$ cat config.mk
export PLATFORM = sky130hd
export DESIGN_NAME = piso_serializer
export DESIGN_NICKNAME = d
export VERILOG_FILES = /design/src/rtl/piso_serializer_pkg.sv /design/src/rtl/piso_serializer.sv
export SDC_FILE = /design/constraint.sdc
export NUM_CORES = 1
export LEC_CHECK = 0
export BUFFER_PORTS_ARGS = -buffer_cell sky130_fd_sc_hd__buf_2
export CAP_MARGIN = 20
export CORE_MARGIN = 8
export CORE_UTILIZATION = 50
export CTS_BUF_LIST = sky130_fd_sc_hd__clkbuf_8
export CTS_CLUSTER_SIZE = 24
export DETAILED_ROUTE_END_ITERATION = 10
export PLACE_DENSITY = 0.85
export SLEW_MARGIN = 5
export SYNTH_ARGS = -nofsm -noshare
export SYNTH_HDL_FRONTEND = slang
export SYNTH_SLANG_ARGS = --single-unit
$ cat constraint.sdc
create_clock -name clk -period 3.8 [get_ports clk]
set_clock_uncertainty 0.1 [all_clocks]
set_input_delay 0 -clock clk [delete_from_list [all_inputs] [get_ports clk]]
set_output_delay 0 -clock clk [all_outputs]
set_load 0.02 [all_outputs]
$ cat src/rtl/piso_serializer_pkg.sv
// rtl/piso_serializer_pkg.sv - shared state encodings for the serial frame blocks
package piso_serializer_pkg;

    typedef enum logic {
        ST_IDLE  = 1'b0,
        ST_SHIFT = 1'b1
    } state_t;

endpackage

$ cat src/rtl/piso_serializer.sv
// rtl/piso_serializer.sv - parallel-in serial-out framer with ready/valid load and stallable shift
module piso_serializer
    import piso_serializer_pkg::*;
#(
    parameter int WIDTH     = 8,
    parameter int MSB_FIRST = 1
) (
    input  logic             clk,
    input  logic             reset,
    input  logic             load_valid,
    output logic             load_ready,
    input  logic [WIDTH-1:0] load_data,
    input  logic             shift_en,
    output logic             sout,
    output logic             sout_valid,
    output logic             done
);

    localparam int            CW   = $clog2(WIDTH);
    localparam logic [CW-1:0] LAST = CW'(WIDTH - 1);

    state_t           r_state;
    state_t           w_state_nxt;
    logic [WIDTH-1:0] r_shreg;
    logic [CW-1:0]    r_count;
    logic             r_done;
    logic             w_last;
    logic             w_accept;
    logic             w_head;

    assign w_last   = (r_state == ST_SHIFT) && (r_count == LAST) && shift_en;
    assign w_accept = load_valid && load_ready;

    always_comb begin
        w_state_nxt = r_state;
        load_ready  = 1'b0;
        case (r_state)
            ST_IDLE: begin
                load_ready = 1'b1;
                if (load_valid) begin
                    w_state_nxt = ST_SHIFT;
                end
            end
            ST_SHIFT: begin
                // A new word may only slip in while the final bit is being consumed.
                load_ready = w_last;
                if (w_last && !load_valid) begin
                    w_state_nxt = ST_IDLE;
                end
            end
            default: w_state_nxt = ST_IDLE;
        endcase
    end

    always_ff @(posedge clk) begin
        if (reset) begin
            r_state <= ST_IDLE;
            r_shreg <= '0;
            r_count <= '0;
            r_done  <= 1'b0;
        end else begin
            r_state <= w_state_nxt;
            r_done  <= w_last;
            if (w_accept) begin
                r_shreg <= load_data;
                r_count <= '0;
            end else if ((r_state == ST_SHIFT) && shift_en) begin
                if (MSB_FIRST != 0) begin
                    r_shreg <= {r_shreg[WIDTH-2:0], 1'b0};
                end else begin
                    r_shreg <= {1'b0, r_shreg[WIDTH-1:1]};
                end
                if (r_count != LAST) begin
                    r_count <= r_count + 1'b1;
                end
            end
        end
    end

    assign w_head     = (MSB_FIRST != 0) ? r_shreg[WIDTH-1] : r_shreg[0];
    assign sout       = (r_state == ST_SHIFT) ? w_head : 1'b0;
    assign sout_valid = (r_state == ST_SHIFT);
    assign done       = r_done;

endmodule

==> key figures <==
Yosys
  – Synth Area in Simple Gates: 14.7%
  – Yosys cell types: 23
  – Adder and majority gate portion of the synthesized area: 3.49%
  – Warnings from Yosys: 0
  – Mean Syn Cell Area: 10.9 um2
  – Top cell type by total area after synthesis: dfxtp_1
  – XOR/XNOR Fraction of Synth Area: 1.22%
  – Yosys reg bits: 13
  – Synth area leaders: dfxtp_1, a221oi_2, a211oi_2
  – Multiplexer share of the synthesized area: 4.19%
  – Post-Synthesis Cells: 66
  – Synth Cell Area: 717 um2
  – Compound-Gate Fraction of Synth Area: 30.2%
  – Seq/Total Area, Yosys: approximately 36%
  – Net Count, Synth: 80
  – Share of the synthesized area in the top cell type: roughly 36%
  – Largest family of logic cells by synthesized area: compound AO/OA/AOI/OAI gates

Clock network
  – Clock Path Buffers: 2
  – CTS H-Tree Depth: 1
  – CTS Buf Count: 3
  – Clk_lat worst skew: 0.23 ns
  – CTS clock-pin slew for the worst setup and hold paths: ~0.05 ns
  – CTS tree: yes
  – CTS Sinks: 13
  – Post-CTS resize count: 0
  – Post-CTS Setup Bufs: 0
  – Clock Tree Root: clkbuf_8

Drt
  – DRT Wirelength: 1640 um
  – Routed Antenna Nets: 0
  – Drt drc: 0
  – Routed len/inst: between 15 and 20 um
  – Via count: 573
  – DRT Pass-1 Iters: 4
  – Starting DRT DRC Count: 16
  – DR vias/cell: roughly 5.6

Setup path
  – Crit path top cell by count: ha_1
  – Arrival @ worst endpoint: around 1.8 ns
  – Worst setup SP type: flop
  – Crit path buffers/inverters: 0
  – Worst setup EP type: flop
  – Crit-path max FO: 11
  – Max stage delay on crit path: 0.35 ns
  – CP top delay family: compound AO/OA/AOI/OAI gates
  – Critical path's slowest cell: a21bo_1
  – WP data required: 3.85 ns
  – Crit Path Category: flop to flop
  – CP Cell Sequence: ha_1 > ha_1 > a21bo_1 > and2_4 > a211oi_2

Finish
  – Proportion of layout cells with a drive suffix above 1: 41.4%
  – Non-Filler Instances: ~100
  – # diodes: 0
  – Nets@finish: between 100 and 150
  – Layout Utilization: 67.9%
  – Area growth from synthesis to layout: 24.8%

STA
  – Post-layout min period: between 1.5 and 2 ns
  – Setup violations, final: 0
  – Hold_ws: 0.0462 ns
  – Fin. max-slew vios: 0
  – Worst-Margin Slew: between 0.4 and 0.5 ns
  – Endpoints failing hold: 0
  – Tcrit/Tclk final: 46.8%
  – Max_slew headroom: 67.3%
  – Setup TNS: 0 ns
  – Setup WS post-layout: 2.02 ns
  – Fmax achieved: 563 MHz
  – RSZ-0062 raised after global routing: false

Pwr
  – Pleak: 0.421 nW
  – Peak VDD IR: around 0.00021 V
  – Power Density: 369 nW/um2

Placement
  – DP HPWL: 1020 um
  – Pre-CTS setup slack: roughly 2.0 ns
  – Routability cong.: 0.700
  – Placed Instances: 90
  – # port buffers: 15

Worst hold path
  – Worst Hold Class: input pin to flop

Die
  – Die height: 53.9 um
  – Core area: 1320 um2
  – Core Rows: 13
  – Ports: 16
  – Die area: around 2900 um2
  – Initial Util: 54.4%
  – Die Wd: 53.9 um

GRT
  – All-layer global routing usage: a little under an eighth
  – First-pass GRT wire length: 2520 um
  – Total gr overflow: 0
  – Vias in the first global route: 572
  – Initial antenna violation count: 0
  – Largest net degree at the start of global routing: 14

Run status
  – Status: complete, no violations

Job
  – Max-cap violations: 0
synthesized netlist by cell type (all sizes together):
cell and number:
xor2 1, ha 2, and2 2, nor3 3, nor2 1, dfxtp 13
nor3b 1, a221oi 7, buf 6, nand2 1, inv 8, and3 7
a32oi 1, a211oi 7, a21oi 1, mux2i 3, nand3b 1, a21bo 1
cell families after synthesis:
group / after synthesis
adders and majority gates: 2
AOI/OAI and AO/OA: 17
DFF: 13
buffers and inverters: 14
and+or+nand+nor: 16
xor gates and xnor gates: 1
muxes: 3
metrics by stage:
step           area, um2  total power (W)
2_1_floorplan        717         0.000198
3_3_place_gp         769         0.000206
3_5_place_dp         769         0.000209
4_1_cts              895         0.000333
5_1_grt              895         0.000344
6_report             895         0.000330
what timing repair did:
action	4_1_cts	5_1_grt
endpoints found under the setup margin	0	0
hold buffers	8	0
endpoints found under the hold margin	8	0
final timing paths:
| kind | start | cells after the start | to | slack, ns |
|---|---|---|---|---|
| max | r_count[0] | 5 | r_shreg[7] | 2.02 |
| max reg2reg | r_count[0] | 5 | r_shreg[7] | 2.02 |
| min | reset | 2 | r_shreg[0] | 0.05 |
| min reg2reg | r_shreg[0] | 2 | r_shreg[0] | 0.39 |
power by group:
group	internal [W]	switching, W
registers	0.000145	0.00000695
logic	0.0000301	0.0000314
clock network	0.0000711	0.0000457
total	0.000246	0.0000840
placed cells by master, fill, tap and decap left out:
cell	count
buf_2	15
dfxtp_1	13
inv_1	9
dlygate4sd3_1	8
a221oi_2	7
a211oi_2	7
and3_1	6
mux2i_1	3
clkbuf_8	3
nor3_1	2
ha_1	2
a21bo_1	1
and2_1	1
and2_4	1
nand2_2	1
nand3b_1	1
nor3_2	1
nor3b_1	1
a32oi_1	1
nor2_1	1
xor2_1	1
and3_2	1
a21oi_1	1
per-layer routing:
layer  share of wire (%)  wire [um]  up-vias  global-route usage, %
met4                0.73         12        0                   6.30
met5                   0          0        -                      0
met2                  51        837       14                   19.7
li1                    -          -      283                      -
met3                 6.9        113        2                   3.58
met1                  41        674      274                   12.7
area by class of cell:
| type | instances | area [um2] |
|---|---|---|
| Clock buffer | 3 | 41.3 |
| Timing Repair Buffer | 23 | 155 |
| Tap cell | 15 | 18.8 |
| Fill cell | 97 | 423 |
| Sequential cell | 13 | 260 |
| Inverter | 8 | 30.0 |
| Multi-Input combinational cell | 39 | 385 |
| Clock inverter | 1 | 3.75 |
sequential cells by signal (all words and copies together) (netlist names):
name        flops
done            1
sout_valid      1
r_count         3
r_shreg         8
No activity file was read; power rests on OpenSTA's default activity.
